## config.mk

```make
export PLATFORM = sky130hd
export DESIGN_NAME = rx_serial_7e1
export DESIGN_NICKNAME = d
export VERILOG_FILES = /design/src/rtl/rx_serial_pkg.sv /design/src/rtl/rx_serial_7e1_uc.sv /design/src/rtl/rx_serial_7e1.sv
export SDC_FILE = /design/constraint.sdc
export NUM_CORES = 1
export LEC_CHECK = 0
export BUFFER_PORTS_ARGS = -buffer_cell sky130_fd_sc_hd__buf_2
export CAP_MARGIN = 40
export CORE_MARGIN = 5
export CORE_UTILIZATION = 34
export DETAILED_ROUTE_END_ITERATION = 8
export GPL_TIMING_DRIVEN = 0
export MAX_ROUTING_LAYER = met4
export PLACE_DENSITY = 0.58
export SYNTH_ARGS = -nofsm -noshare
export SYNTH_HDL_FRONTEND = slang
export SYNTH_SLANG_ARGS = --single-unit
```

## constraint.sdc

```tcl
create_clock -name clock -period 2.4 [get_ports clock]
set_input_delay 0.48 -clock clock [delete_from_list [all_inputs] [get_ports clock]]
set_output_delay 0.48 -clock clock [all_outputs]
set_load 0.05 [all_outputs]
```

## src/rtl/rx_serial_pkg.sv

```systemverilog
// Shared definitions for the 7E1 serial receiver: FSM encoding, frame sizes
// and the baud-counter width helper.
package rx_serial_pkg;

    typedef enum logic [1:0] {
        ESPERA   = 2'd0,
        CONFIRMA = 2'd1,
        RECEBE   = 2'd2,
        ARMAZENA = 2'd3
    } estado_t;

    localparam int unsigned NUM_DADOS       = 7;
    localparam int unsigned NUM_BITS_QUADRO = 9;

    function automatic int unsigned clog2(input int unsigned valor);
        int unsigned largura;
        int unsigned resto;
        largura = 0;
        resto   = valor - 1;
        while (resto > 0) begin
            largura++;
            resto = resto >> 1;
        end
        return largura;
    endfunction

endpackage

```

## src/rtl/rx_serial_7e1_uc.sv

```systemverilog
// Control unit of the 7E1 receiver: start detection/confirmation, bit
// sequencing and the one-clock store step.
module rx_serial_7e1_uc
    import rx_serial_pkg::*;
(
    input  logic clock,
    input  logic reset,
    input  logic rx_s,
    input  logic bit_rx,
    input  logic fim_meio,
    input  logic fim_bit,
    input  logic ultimo_bit,
    output logic zera_baud,
    output logic conta_baud,
    output logic zera_bit,
    output logic amostra,
    output logic armazena
);

    estado_t estado_q, estado_d;

    always_ff @(posedge clock or negedge reset) begin
        if (!reset) estado_q <= ESPERA;
        else        estado_q <= estado_d;
    end

    always_comb begin
        estado_d = estado_q;
        unique case (estado_q)
            ESPERA:   if (!rx_s) estado_d = CONFIRMA;
            CONFIRMA: if (fim_meio) estado_d = bit_rx ? ESPERA : RECEBE;
            RECEBE:   if (fim_bit && ultimo_bit) estado_d = ARMAZENA;
            ARMAZENA: estado_d = ESPERA;
            default:  estado_d = ESPERA;
        endcase
    end

    always_comb begin
        zera_baud  = 1'b0;
        conta_baud = 1'b0;
        zera_bit   = 1'b0;
        amostra    = 1'b0;
        armazena   = 1'b0;
        unique case (estado_q)
            ESPERA: zera_baud = 1'b1;
            CONFIRMA: begin
                conta_baud = 1'b1;
                if (fim_meio && !bit_rx) begin
                    zera_baud = 1'b1;
                    zera_bit  = 1'b1;
                end
            end
            RECEBE: begin
                conta_baud = 1'b1;
                if (fim_bit) begin
                    zera_baud = 1'b1;
                    amostra   = 1'b1;
                end
            end
            ARMAZENA: armazena = 1'b1;
            default: ;
        endcase
    end

endmodule

```

## src/rtl/rx_serial_7e1.sv

```systemverilog
// 7E1 asynchronous receiver (start, 7 data LSB first, parity, stop) with
// hold/clear handshake. Define RX_VOTO_MAIORIA_EN for 3-sample majority voting.
module rx_serial_7e1
    import rx_serial_pkg::*;
#(
    parameter int unsigned CLKS_PER_BIT   = 434,
    parameter bit          PARIDADE_IMPAR = 1'b0
) (
    input  logic       clock,
    input  logic       reset,
    input  logic       entrada_serial,
    input  logic       limpa,
    output logic [6:0] dados_ascii,
    output logic       pronto,
    output logic       tem_dado,
    output logic       erro_paridade,
    output logic       erro_stop,
    output logic       overrun
);

    localparam int unsigned        W_BAUD  = clog2(CLKS_PER_BIT);
    localparam logic [W_BAUD-1:0] MEIO_TC = W_BAUD'(CLKS_PER_BIT / 2 - 1);
    localparam logic [W_BAUD-1:0] BIT_TC  = W_BAUD'(CLKS_PER_BIT - 1);
    localparam logic [3:0]        IDX_PAR = 4'(NUM_DADOS);
    localparam logic [3:0]        ULTIMO  = 4'(NUM_BITS_QUADRO - 1);

    logic sync_q, sync_d, rx_s_q, rx_s_d;
    logic [W_BAUD-1:0] cnt_baud_q, cnt_baud_d;
    logic [3:0] cnt_bit_q, cnt_bit_d;
    logic [NUM_DADOS-1:0] desloc_q, desloc_d, dados_q, dados_d;
    logic par_q, par_d, stop_q, stop_d;
    logic pronto_q, pronto_d, tem_dado_q, tem_dado_d;
    logic erro_par_q, erro_par_d, erro_stop_q, erro_stop_d, overrun_q, overrun_d;
    logic bit_rx;
    logic zera_baud, conta_baud, zera_bit, amostra, armazena;

`ifdef RX_VOTO_MAIORIA_EN
    // Window is the last three rx_s values, so the voted bit lands on the same edge as a single sample would.
    logic h1_q, h1_d, h2_q, h2_d;

    always_comb begin
        h1_d   = rx_s_q;
        h2_d   = h1_q;
        bit_rx = (rx_s_q & h1_q) | (rx_s_q & h2_q) | (h1_q & h2_q);
    end

    always_ff @(posedge clock or negedge reset) begin
        if (!reset) begin
            h1_q <= 1'b1;
            h2_q <= 1'b1;
        end else begin
            h1_q <= h1_d;
            h2_q <= h2_d;
        end
    end
`else
    assign bit_rx = rx_s_q;
`endif

    rx_serial_7e1_uc u_uc (
        .clock      (clock),
        .reset      (reset),
        .rx_s       (rx_s_q),
        .bit_rx     (bit_rx),
        .fim_meio   (cnt_baud_q == MEIO_TC),
        .fim_bit    (cnt_baud_q == BIT_TC),
        .ultimo_bit (cnt_bit_q == ULTIMO),
        .zera_baud  (zera_baud),
        .conta_baud (conta_baud),
        .zera_bit   (zera_bit),
        .amostra    (amostra),
        .armazena   (armazena)
    );

    always_comb begin
        sync_d      = entrada_serial;
        rx_s_d      = sync_q;
        cnt_baud_d  = cnt_baud_q;
        cnt_bit_d   = cnt_bit_q;
        desloc_d    = desloc_q;
        par_d       = par_q;
        stop_d      = stop_q;
        dados_d     = dados_q;
        pronto_d    = armazena;
        tem_dado_d  = tem_dado_q;
        erro_par_d  = erro_par_q;
        erro_stop_d = erro_stop_q;
        overrun_d   = overrun_q;

        if (zera_baud)       cnt_baud_d = '0;
        else if (conta_baud) cnt_baud_d = cnt_baud_q + 1'b1;

        if (zera_bit)     cnt_bit_d = '0;
        else if (amostra) cnt_bit_d = cnt_bit_q + 1'b1;

        if (amostra) begin
            if (cnt_bit_q < IDX_PAR)       desloc_d = {bit_rx, desloc_q[NUM_DADOS-1:1]};
            else if (cnt_bit_q == IDX_PAR) par_d    = bit_rx;
            else                           stop_d   = bit_rx;
        end

        // A store in the same clock as limpa wins; overrun sees the pre-limpa tem_dado.
        if (armazena) begin
            dados_d     = desloc_q;
            erro_par_d  = ((^desloc_q) ^ par_q) != PARIDADE_IMPAR;
            erro_stop_d = ~stop_q;
            overrun_d   = overrun_q | tem_dado_q;
            tem_dado_d  = 1'b1;
        end else if (limpa) begin
            tem_dado_d = 1'b0;
            overrun_d  = 1'b0;
        end
    end

    always_ff @(posedge clock or negedge reset) begin
        if (!reset) begin
            sync_q      <= 1'b1;
            rx_s_q      <= 1'b1;
            cnt_baud_q  <= '0;
            cnt_bit_q   <= '0;
            desloc_q    <= '0;
            par_q       <= 1'b0;
            stop_q      <= 1'b0;
            dados_q     <= '0;
            pronto_q    <= 1'b0;
            tem_dado_q  <= 1'b0;
            erro_par_q  <= 1'b0;
            erro_stop_q <= 1'b0;
            overrun_q   <= 1'b0;
        end else begin
            sync_q      <= sync_d;
            rx_s_q      <= rx_s_d;
            cnt_baud_q  <= cnt_baud_d;
            cnt_bit_q   <= cnt_bit_d;
            desloc_q    <= desloc_d;
            par_q       <= par_d;
            stop_q      <= stop_d;
            dados_q     <= dados_d;
            pronto_q    <= pronto_d;
            tem_dado_q  <= tem_dado_d;
            erro_par_q  <= erro_par_d;
            erro_stop_q <= erro_stop_d;
            overrun_q   <= overrun_d;
        end
    end

    assign dados_ascii   = dados_q;
    assign pronto        = pronto_q;
    assign tem_dado      = tem_dado_q;
    assign erro_paridade = erro_par_q;
    assign erro_stop     = erro_stop_q;
    assign overrun       = overrun_q;

endmodule

```

* Word-level counts from Yosys, hierarchy flattened
Index checks and enable logic that the tools add are counted.
** Operators by class
- Order comparisons :: 1
- Eq/ne operators :: 10
- Reduce and logical (&&, ||, !) cells :: 13
- Add/subtract/negate cells :: 2
- Muxes and demuxes :: 19
- Bitwise gates (word level) :: 5
** Operator list (number)
- $mux 9 :: 2
- $add 9x1->9 const B :: 1
- $eq 9x8->1 const B :: 1
- $eq 9x9->1 const B :: 1
- $mux 1 :: 9
- $reduce_and 3->1 :: 3
- $mux 2 :: 4
- $mux 4 :: 2
- $pmux 2 s4 :: 1
- $reduce_xor 7->1 :: 1
- $reduce_bool 2->1 :: 3
- $add 4x1->4 const B :: 1
- $eq 2x2->1 const B :: 2
- $eq 4x3->1 const B :: 1
- $eq 4x4->1 const B :: 1
- $lt 4x3->1 const B :: 1
- $ne 2x1->1 const B :: 2
- $not 1->1 :: 3
- $pmux 1 s3 :: 1
- $eq 2x1->1 const B :: 1
- $logic_and 1x1->1 :: 2
- $logic_not 2->1 :: 1
- $ne 2x2->1 const B :: 1
- $reduce_and 2->1 :: 1
- other kinds (4) :: 4
** Word-level totals
- Input bits :: 4
- Output and inout bits :: 12
- Word-level logic and storage cells :: 64
- Register bits after elaboration :: 38

* Longest topological paths before layout
Gate-level depths: netlist of the first run.
- Depth after elaboration :: 5
- Mapped depth :: 7

* Modules after synthesis
From an unflattened synthesis of the first run, not the netlist that was laid out.
** Unflattened totals
- Cell total of the unflattened synthesis :: 156
- Area, all modules :: 1841.8 sq um
** By module, submodules not included
- rx_serial_7e1 :: sequential area each 903.4 sq um, times used 1, area an instance 1650.3 sq um, cells an instance 135
- rx_serial_7e1_uc :: sequential area each 50.0 sq um, times used 1, area an instance 191.4 sq um, cells an instance 21

* Worst setup path before layout of the first run
OpenSTA, ideal clock, no wires.
- Kind :: register to register
- Start point :: register cnt_baud_q[3]
- End point :: register desloc_q[0]
- Slack :: 546 ps
- Buffers on the path :: 1
- Data arrival time :: 1729 ps
- Library setup time :: 125 ps
- Required time :: 2275 ps
- Cell stages (with the launch flop) :: 6
- Path through :: dfrtp_1 -> or4b_4 -> nor2_2 -> and3b_1 -> buf_6 -> mux2_4
** Between the ends
- Longest elaborated chain between the ends :: 4
** RTL lines
- start: declaration :: line rx_serial_7e1.sv:28 : logic [W_BAUD-1:0] cnt_baud_q, cnt_baud_d;
- start signal: assignment :: line rx_serial_7e1.sv:133 : cnt_baud_q <= cnt_baud_d;
- $eq 9x9->1 :: line rx_serial_7e1.sv:66 : .fim_bit (cnt_baud_q == BIT_TC),
- $mux 1 :: line rx_serial_7e1_uc.sv:55 : if (fim_bit) begin
- $mux 1 :: line rx_serial_7e1_uc.sv:44 : unique case (estado_q)
- $reduce_and 2->1 (no line)
- end signal: assignment :: line rx_serial_7e1.sv:135 : desloc_q <= desloc_d;
- end: declaration :: line rx_serial_7e1.sv:30 : logic [NUM_DADOS-1:0] desloc_q, desloc_d, dados_q, dados_d;
Every way passes these cells.
A chain may end at the register's enable or synchronous reset.

* Worst setup path in the final report of the first run
- Start point :: register cnt_baud_q[0]
- End point :: register cnt_bit_q[0]
** Between the ends
- Longest elaborated chain between the ends :: 5
- Elaborated cells on any way between the ends :: 9
** RTL lines
- $eq 9x8->1 :: line rx_serial_7e1.sv:65 : .fim_meio (cnt_baud_q == MEIO_TC),
- $logic_and 1x1->1 :: line rx_serial_7e1_uc.sv:48 : if (fim_meio && !bit_rx) begin
- $mux 1 :: line rx_serial_7e1_uc.sv:48
- $mux 1 :: line rx_serial_7e1_uc.sv:44
- $mux 4 or $reduce_bool 2->1 (tied branches)
- end signal: assignment :: line rx_serial_7e1.sv:134 : cnt_bit_q <= cnt_bit_d;
- end: declaration :: line rx_serial_7e1.sv:29 : logic [3:0] cnt_bit_q, cnt_bit_d;
Several ways; a longest one is shown, not always the timed one.

==> impl_metrics.py, run 1 <==
metrics = {
    "status": {
        "status": "completed",
    },
    "power_and_ir_drop": {
        "p_switching_w": 0.000234,
        "intPower_w": 0.00109,
        "power_per_cell_area_nw_per_um2": 616,
        "leakage_nw": 1.01,
        "p_seq_share_pct": 48.8,
        "p_sw_share_pct": 17.7,
        "clkPwrFrac_pct": 50.1,
        "power_frac_comb_pct": 1.1,
        "finalPower_w": 0.00132,
        "vdd_drop_max_mv": 0.405,
    },
    "worst_setup_path": {
        "crit_path_cell_trace": "inv_1 > ha_1 > or4b_1 > nor4_2 > nor2_1",
        "required_ns": 2.55,
        "cp_slowest_cell": "nor4_2",
        "crit_arrival_ns": 2.19,
        "critPathMaxStageDelay_ns": 0.57,
        "critPathKind": "reg2reg",
        "critPathCaptureType": "register",
        "path_max_fanout": 5,
        "worstSetupStartpointType": "register",
    },
    "clocking": {
        "cts_buffer_depth": 2,
        "clk_latency_ns": 0.28,
        "cts-resized-gates": 0,
        "cts_setup_buffers": 0,
        "h-tree-depth": 2,
        "cts_tree": "done",
        "cts_sinks": 38,
        "ctsHoldBuffers": 0,
        "clkTransAtPathRegs_ns": 0.07,
        "numCtsBuffers": 5,
        "cts_root_buffer": "clkbuf_8",
    },
    "floorplan": {
        "die_x_um": 83.6,
        "fp.dieH_um": 83.6,
        "die-area_um2": 6990,
        "rows": 26,
        "coreArea_um2": 5170,
        "io_pins": 16,
        "initial_utilization_pct": 35.6,
    },
    "detailed_routing": {
        "avgViaCountPerCell": 4.81,
        "wl_per_cell_um": 13.0,
        "drtIter0Drc": 22,
        "ant_nets": 0,
        "drt_wl_total_mm": 3.22,
        "drc": 0,
        "vias": 1192,
        "dr.pass1.iters": 4,
    },
    "synth": {
        "syn_nets": 164,
        "ys_ff_latch": 38,
        "yosysMostFrequentCell": "dfrtp_1",
        "synth_edf_count": 0,
        "synthCells": 155,
        "netlist_area_um2": 1840,
        "yosys.area.top_type_share_pct": 48.9,
        "synthTopCellsByArea": "dfrtp_1 49%, xnor2_1 7.1%, mux2_4 5.7%, mux2_2 4.3%, ha_1 3.4%",
        "avgSynthCellArea_um2": 11.9,
        "synth_ff_type": "dfrtp_1",
        "synth.yosys.seq_area_share_pct": 51.7,
        "yosys_warnings": 0,
        "ys_top_cells_by_count": "36 x dfrtp_1, 15 x xnor2_1, 13 x nand2_1, 13 x nor2_1, 8 x inv_1",
        "ys_types": 40,
        "synth_area_leader_cell": "dfrtp_1",
        "synthArstFlopShare_pct": 100,
    },
    "timing": {
        "final-hold-violation-count": 0,
        "final-max-slew-violation-count": 0,
        "tns_ns": 0,
        "max_freq_ghz": 0.491,
        "slew_headroom_pct": 44.2,
        "final.period_utilization_pct": 84.9,
        "setup_viol_count_final": 0,
        "skew_ns": 0.00574,
        "worst_slew_pin_slew_ns": 0.837,
        "finalCriticalPeriod_ns": 2.04,
        "rsz0062_at_grt": "no",
        "hold_slack_ns": 0.289,
    },
    "global_routing": {
        "grt_overflow": 0,
        "track_usage_pct": 9.96,
        "grt_max_degree": 39,
        "grt_antenna_before_repair": 0,
        "grt_pass1_vias": 1222,
        "grt_pass1_wl_mm": 5.67,
    },
    "cells_and_area": {
        "fin_util_pct": 41.5,
        "drive_above_1_share_pct": 28.1,
        "fin_area_um2": 2150,
        "antenna_cells": 0,
        "nFillCells": 486,
        "nets": 186,
        "areaGrowthSynthToFinish_pct": 16.6,
    },
    "run": {
        "cap_violations": 0,
    },
    "place": {
        "dpl.hpwl_mm": 2.28,
        "numPortBuffers": 15,
        "gp_congestion": 0.753,
        "placed_area_um2": 2010,
    },
    "worst_hold_path": {
        "min_path_type": "in2async",
    },
}
kinds of logic (layout without fill, tap and decap cells):
kind of cell	Yosys count	in the layout	synth area share, %
AOI/OAI and AO/OA	17	17	6.86
and+or+nand+nor	51	51	16.0
adders and majority gates	5	5	3.39
muxes	17	17	11.7
xor gates and xnor gates	16	16	7.60
DFF	38	38	51.7
buffers and inverters	11	34	2.72
worst paths after layout:
kind / startpoint / end / slack [ns] / depth (start not counted)
min in group clock: entrada_serial / rx_s_d / 0.29 / 1
setup / recovery: cnt_baud_q[0] / cnt_bit_q[0] / 0.36 / 5
hold reg to reg: rx_s_d / bit_rx / 0.36 / 0
hold / removal: reset / dados_ascii[2] / 0.29 / 1
max in group asynchronous: reset / async pin / 1.58 / 1
setup reg to reg: cnt_baud_q[0] / cnt_bit_q[0] / 0.36 / 5
sequential cells by signal (all words and copies together) (netlist names), named ones only:
register and cells:
dados_ascii 7, rx_s_d 1, stop_q 1, cnt_bit_q 4, bit_rx 1, erro_stop 1
overrun 1, cnt_baud_q 9, desloc_q 7, par_q 1, u_uc.estado_q 1, pronto 1
erro_paridade 1, tem_dado 1
placed cells by master (no fill, tap or decap), drive strengths merged:
cell | Yosys | final
a211o | 1 | 1
a22o | 2 | 2
dfstp | 2 | 2
o21ai | 6 | 6
nand2 | 13 | 13
a21o | 1 | 1
mux2i | 1 | 1
clkbuf | 1 | 7
nor3 | 7 | 7
or3 | 2 | 2
bufinv | 0 | 2
a21bo | 1 | 1
nand4 | 5 | 5
nand2b | 2 | 2
nand4b | 1 | 1
buf | 2 | 17
ha | 5 | 5
xor2 | 1 | 1
inv | 8 | 8
a21oi | 4 | 4
and3b | 1 | 1
mux2 | 16 | 16
or4b | 2 | 2
o22ai | 1 | 1
nor4 | 3 | 3
nor2 | 14 | 14
nand3 | 1 | 1
dfrtp | 36 | 36
xnor2 | 15 | 15
a2bb2oi | 1 | 1
final cells by class:
class | instances | area, µm² | area share (%)
plain buffers | 3 | 20.0 | 0.932
clock buffers | 6 | 82.6 | 3.84
clock inverters | 2 | 60.1 | 2.80
inverters | 8 | 30.0 | 1.40
multi-input cells | 106 | 840 | 39.1
flip-flops and latches | 38 | 953 | 44.4
well taps | 70 | 87.6 | 4.08
repair buffers | 15 | 75.1 | 3.49
through the flow:
stage / setup WS (ns) / std cells
4_1_cts: 0.365 / 248
6_report: 0.363 / 248
5_1_grt: 0.222 / 248
2_1_floorplan: 0.546 / 155
3_3_place_gp: 0.408 / 240
3_5_place_dp: 0.408 / 240
metal layers:
metal  part of all wire (%)  wire length, µm  GRT usage (%)
met2                     47             1520           16.7
met5                      0                0              -
met3                    5.1              163           3.46
met1                     47             1520           11.6
met4                   0.75               24           2.19
critical path, delay by kind of cell, from the launching register on:
kind                       cells  cell delay (ns)
and+or+nand+nor                3             1.20
DFF                            1             0.43
adders and majority gates      1             0.16
buffers and inverters          1             0.11
power groups by stage:
stage,registers (W),logic (W),clock network [W]
floorplan,0.000657,0.000000110,0
global placement,0.000657,0.0000152,0
detailed placement,0.000657,0.0000155,0
CTS,0.000645,0.0000154,0.000679
global route,0.000645,0.0000181,0.000705
finish,0.000645,0.0000143,0.000663
Power figures use the tool's default switching activity.
==> inputs of run 2 (changes only) <==
--- a/config.mk
+++ b/config.mk
@@ -12,7 +12,7 @@
 export DETAILED_ROUTE_END_ITERATION = 8
 export GPL_TIMING_DRIVEN = 0
 export MAX_ROUTING_LAYER = met4
-export PLACE_DENSITY = 0.58
+export PLACE_DENSITY = 0.6
 export SYNTH_ARGS = -nofsm -noshare
 export SYNTH_HDL_FRONTEND = slang
 export SYNTH_SLANG_ARGS = --single-unit
==> constraint.sdc (replaced) <==
create_clock -name clock -period 1.8 [get_ports clock]
set_input_delay 0.36 -clock clock [delete_from_list [all_inputs] [get_ports clock]]
set_output_delay 0.36 -clock clock [all_outputs]
set_load 0.05 [all_outputs]
==> run 2 against run 1 <==
Compared with the run above:
- the run now ends with setup timing left
- clock power increased by 33%
- sequential power grew 33%
- largest power group unchanged
- clock-buffer cell count unchanged
- highest routed layer unchanged
==> impl_metrics.py, run 2 (synthesis gave the netlist of run 1 again) <==
metrics = {
    "timing": {
        "final.period_utilization_pct": 103,
        "max_freq_ghz": 0.542,
        "skew_ns": 0.00399,
        "slew_headroom_pct": 73.8,
        "setup_viol_count_final": 15,
        "finalCriticalPeriod_ns": 1.85,
        "worst_slack_ns": -0.0461,
        "rsz0062_at_grt": "yes",
        "hold_slack_ns": 0.169,
        "worst_slew_pin_slew_ns": 0.391,
        "final-hold-violation-count": 0,
        "final-max-slew-violation-count": 0,
    },
    "floorplan": {
        "initial_utilization_pct": 35.6,
        "rows": 26,
        "die_x_um": 83.6,
        "fp.dieH_um": 83.6,
        "die-area_um2": 6990,
        "coreArea_um2": 5170,
        "io_pins": 16,
    },
    "cells_and_area": {
        "drive_above_1_share_pct": 36.3,
        "nets": 201,
        "largest_register": "cnt_baud_q",
        "antenna_cells": 0,
        "mostFrequentLayoutCells": "35 x dfrtp_1, 16 x buf_2, 15 x xnor2_1",
        "areaGrowthSynthToFinish_pct": 25.7,
        "largest_reg_flops": 9,
        "fin_area_um2": 2320,
        "fin_util_pct": 44.8,
        "layout_commonest_cell": "dfrtp_1",
    },
    "worst_setup_path": {
        "required_ns": 1.97,
        "reg2reg_slack_ns": -0.05,
        "regToRegStartpoint": "cnt_baud_q[3]",
        "worstSetupStartpointType": "register",
        "crit_start": "cnt_baud_q[3]",
        "r2r_end": "desloc_q[6]",
        "critPathCaptureType": "register",
        "critPathKind": "reg2reg",
        "r2r_cells": 5,
        "crit_arrival_ns": 2.02,
        "path_max_fanout": 7,
    },
    "power_and_ir_drop": {
        "finalPower_w": 0.00177,
        "leakage_nw": 1.09,
        "vdd_drop_max_mv": 0.414,
        "power_per_cell_area_nw_per_um2": 765,
    },
    "global_routing": {
        "grt_max_degree": 26,
        "track_usage_pct": 10.4,
        "grt_pass1_wl_mm": 5.84,
        "grt_pass1_vias": 1226,
        "grt_overflow": 0,
        "grt_antenna_before_repair": 0,
    },
    "status": {
        "status": "complete, but fails checks",
        "violations": "setup timing",
    },
    "place": {
        "numPortBuffers": 15,
        "dpl.hpwl_mm": 2.21,
        "placed_area_um2": 2030,
        "gp_congestion": 0.802,
        "pre_cts_ws_ns": -0.206,
    },
    "clocking": {
        "cts_sinks": 38,
        "numCtsBuffers": 5,
        "h-tree-depth": 2,
        "cts_buffer_depth": 2,
        "clkTransAtPathRegs_ns": 0.07,
        "cts_tree": "done",
        "clk_latency_ns": 0.29,
        "cts_root_buffer": "clkbuf_8",
    },
    "worst_hold_path": {
        "worstHoldStart": "entrada_serial",
        "min_path_type": "in2reg",
        "holdPathEnd": "rx_s_d",
        "holdPathStages": 1,
    },
    "detailed_routing": {
        "vias": 1205,
        "wl_per_cell_um": 12.3,
        "avgViaCountPerCell": 4.58,
        "drt_wl_total_mm": 3.24,
        "wl_met2_mm": 1.42,
        "met3_length_um": 161,
        "wl_met1_mm": 1.63,
        "ant_nets": 0,
        "dr.pass1.iters": 4,
        "routed.top_layer": "met4",
        "drtIter0Drc": 34,
        "drc": 0,
    },
    "run": {
        "cap_violations": 0,
    },
}
[run 2: metal layers]
layer	up-vias	track usage, %
met2	22	15.3
met3	5	4.05
met5	-	-
met4	0	2.63
li1	613	-
met1	565	13.6
[run 2: worst max path at each step]
| stage | endpoint | slack [ns] |
|---|---|---|
| 2_1_floorplan | desloc_q[0] | -0.04 |
| 3_3_place_gp | cnt_bit_q[1] | -0.23 |
| 3_5_place_dp | cnt_bit_q[1] | -0.21 |
| 4_1_cts | desloc_q[5] | -0.07 |
| 5_1_grt | desloc_q[5] | -0.13 |
| 6_report | desloc_q[6] | -0.05 |
[run 2: metrics by stage]
| step | cells | setup TNS, ns |
|---|---|---|
| final | 263 | -0.364 |
| after floorplan | 155 | -0.281 |
| after global routing | 263 | -1.86 |
| after global placement | 240 | -3.55 |
| after CTS | 258 | -0.444 |
| after detailed placement | 241 | -3.48 |
[run 2: cell type report]
| class | count | area, µm² |
|---|---|---|
| buffer | 3 | 20.0 |
| clock buffer | 6 | 82.6 |
| clock inverter | 2 | 60.1 |
| fill | 476 | 2860 |
| inverter | 8 | 30.0 |
| multi-input combinational | 106 | 878 |
| sequential | 38 | 955 |
| tap | 70 | 87.6 |
| timing repair buffer | 30 | 203 |
[run 2: what timing repair did]
| action | 4_1_cts | 5_1_grt |
|---|---|---|
| setup endpoints to repair | 23 | 20 |
| hold endpoints to repair | 11 | 0 |
| setup buffers | 8 | 5 |
| hold buffers | 1 | 0 |
| resized for setup | 5 | 4 |
| pin swaps | 10 | 11 |
[run 2: report_power, final]
| group | total (W) | internal, W | leakage [nW] | switching, W |
|---|---|---|---|---|
| registers | 0.000861 | 0.000857 | 0.508 | 0.00000331 |
| clock network | 0.000885 | 0.000591 | 0.0714 | 0.000294 |
| logic | 0.0000260 | 0.00000817 | 0.513 | 0.0000178 |
| total | 0.00177 | 0.00146 | 1.09 | 0.000316 |
[run 2: worst max-delay path: stages (launching register included)]
cell and delay (ns):
dfrtp_2 0.41, or4b_4 0.59, nor2_4 0.11, and3b_1 0.18
buf_6 0.15, mux2_4 0.30
==> inputs of run 3 (changes only) <==
--- a/config.mk
+++ b/config.mk
@@ -13,6 +13,7 @@
 export GPL_TIMING_DRIVEN = 0
 export MAX_ROUTING_LAYER = met4
 export PLACE_DENSITY = 0.6
+export SETUP_SLACK_MARGIN = 0.1
 export SYNTH_ARGS = -nofsm -noshare
 export SYNTH_HDL_FRONTEND = slang
 export SYNTH_SLANG_ARGS = --single-unit
==> run 3 against run 2 <==
Compared with the run above:
- the run still ends with setup timing left
- hold slack got worse by 0.0038 ns
- largest power group unchanged
- die area unchanged
- largest cell class unchanged
- critical path type unchanged
- combinational power barely moved
==> impl_metrics.py, run 3 (synthesis gave the netlist of run 1 again) <==
metrics = {
    "place": {
        "dpl.hpwl_mm": 2.24,
        "numPortBuffers": 15,
        "pre_cts_ws_ns": -0.228,
        "placed_cells": 241,
        "gp_congestion": 0.756,
        "placed_area_um2": 2030,
    },
    "detailed_routing": {
        "drc": 0,
        "wl_per_cell_um": 13.0,
        "ant_nets": 0,
        "drt_wl_total_mm": 3.40,
        "avgViaCountPerCell": 4.74,
        "vias": 1241,
        "drtIter0Drc": 62,
        "dr.pass1.iters": 4,
    },
    "cells_and_area": {
        "layout_commonest_cell": "dfrtp_1",
        "largest_reg_flops": 9,
        "mostFrequentLayoutCells": "35 x dfrtp_1, 16 x buf_2, 15 x xnor2_1",
        "multiInputGateArea_um2": 918,
        "nFillCells": 478,
        "fin_util_pct": 45.5,
        "drive_above_1_share_pct": 40.6,
        "antenna_cells": 0,
        "largest_register": "cnt_baud_q",
        "areaGrowthSynthToFinish_pct": 27.7,
        "fin_area_um2": 2350,
        "nets": 200,
        "fin_cells": 262,
        "seqCellArea_um2": 955,
    },
    "timing": {
        "finalCriticalPeriod_ns": 1.84,
        "hold_slack_ns": 0.166,
        "worst_slack_ns": -0.0397,
        "max_freq_ghz": 0.544,
        "skew_ns": 0.00483,
        "setup_viol_count_final": 12,
        "slew_headroom_pct": 80.3,
        "rsz0062_at_grt": "yes",
        "final.period_utilization_pct": 102,
        "final-max-slew-violation-count": 0,
        "worst_slew_pin_slew_ns": 0.294,
        "final-hold-violation-count": 0,
    },
    "power_and_ir_drop": {
        "leakage_nw": 1.09,
        "vdd_drop_max_mv": 0.389,
        "power_per_cell_area_nw_per_um2": 753,
    },
    "global_routing": {
        "grt_overflow": 0,
        "grt_pass1_wl_mm": 5.96,
        "track_usage_pct": 10.8,
        "grt_pass1_vias": 1287,
        "grt_max_degree": 38,
        "grt_antenna_before_repair": 0,
    },
    "clocking": {
        "clkTransAtPathRegs_ns": 0.07,
        "cts_tree": "done",
        "numCtsBuffers": 5,
        "cts_root_buffer": "clkbuf_8",
        "h-tree-depth": 2,
        "clk_latency_ns": 0.29,
        "cts_buffer_depth": 2,
        "cts_sinks": 38,
    },
    "run": {
        "cap_violations": 0,
    },
    "floorplan": {
        "io_pins": 16,
        "rows": 26,
        "die-area_um2": 6990,
        "initial_utilization_pct": 35.6,
        "coreArea_um2": 5170,
        "die_x_um": 83.6,
        "fp.dieH_um": 83.6,
    },
    "worst_setup_path": {
        "path_max_fanout": 7,
        "worstSetupStartpointType": "register",
        "crit_arrival_ns": 2.01,
        "required_ns": 1.97,
        "critPathKind": "reg2reg",
        "critPathCaptureType": "register",
    },
    "worst_hold_path": {
        "min_path_type": "in2reg",
    },
    "status": {
        "status": "complete, but fails checks",
        "violations": "setup timing",
    },
}
==> run 3: area by class of cell <==
type                    count  share of cell area, %
inverters                   8                   1.28
clock inverters             2                   2.55
multi-input cells         106                   39.0
repair buffers             29                   8.45
plain buffers               3                  0.904
well taps                  70                   3.72
flip-flops and latches     38                   40.6
clock buffers               6                   3.51
==> run 3: repair_timing <==
item	CTS	global route
setup buffers	11	1
cloned	0	0
endpoints found under the hold margin	1	0
hold buffers	1	0
setup endpoints to repair	23	28
pin swaps	14	4
gates resized for setup	13	8
==> run 3: metal layers <==
| metal | part of all wire, % | global-route usage [%] | routed length, µm | vias to the layer above |
|---|---|---|---|---|
| met2 | 46 | 17.0 | 1570 | 19 |
| met5 | 0 | - | 0 | - |
| li1 | - | - | - | 611 |
| met1 | 47 | 12.8 | 1610 | 604 |
| met4 | 1.4 | 3.51 | 48 | 0 |
| met3 | 5.1 | 4.05 | 173 | 7 |
==> run 3: per-stage QoR <==
step	power, W	TNS (ns)
finish	0.00177	-0.289
global route	0.00184	-1.14
CTS	0.00180	-0.516
detailed placement	0.000903	-3.29
global placement	0.000897	-3.22
floorplan	0.000876	-0.275
==> run 3: final timing paths <==
| check | from | end | slack [ns] | cells after the start |
|---|---|---|---|---|
| max in group asynchronous | reset | bit_rx | 0.96 | 3 |
| hold reg to reg | rx_s_d | bit_rx | 0.36 | 0 |
| hold / removal | entrada_serial | rx_s_d | 0.17 | 1 |
| min in group asynchronous | reset | tem_dado | 0.41 | 2 |
| setup reg to reg | cnt_baud_q[3] | desloc_q[5] | -0.04 | 5 |
| setup / recovery | cnt_baud_q[3] | desloc_q[5] | -0.04 | 5 |
==> run 3: critical path, stage by stage (launching register included) <==
cell	delay [ns]
dfrtp_2	0.41
or4b_4	0.59
nor2_4	0.11
and3b_1	0.17
buf_6	0.15
mux2_4	0.30
==> run 3: power by group <==
part	switching [W]	total [W]	leakage (nW)	internal (W)
registers	0.00000348	0.000861	0.508	0.000857
logic	0.0000177	0.0000261	0.515	0.00000843
clock network	0.000293	0.000884	0.0714	0.000591
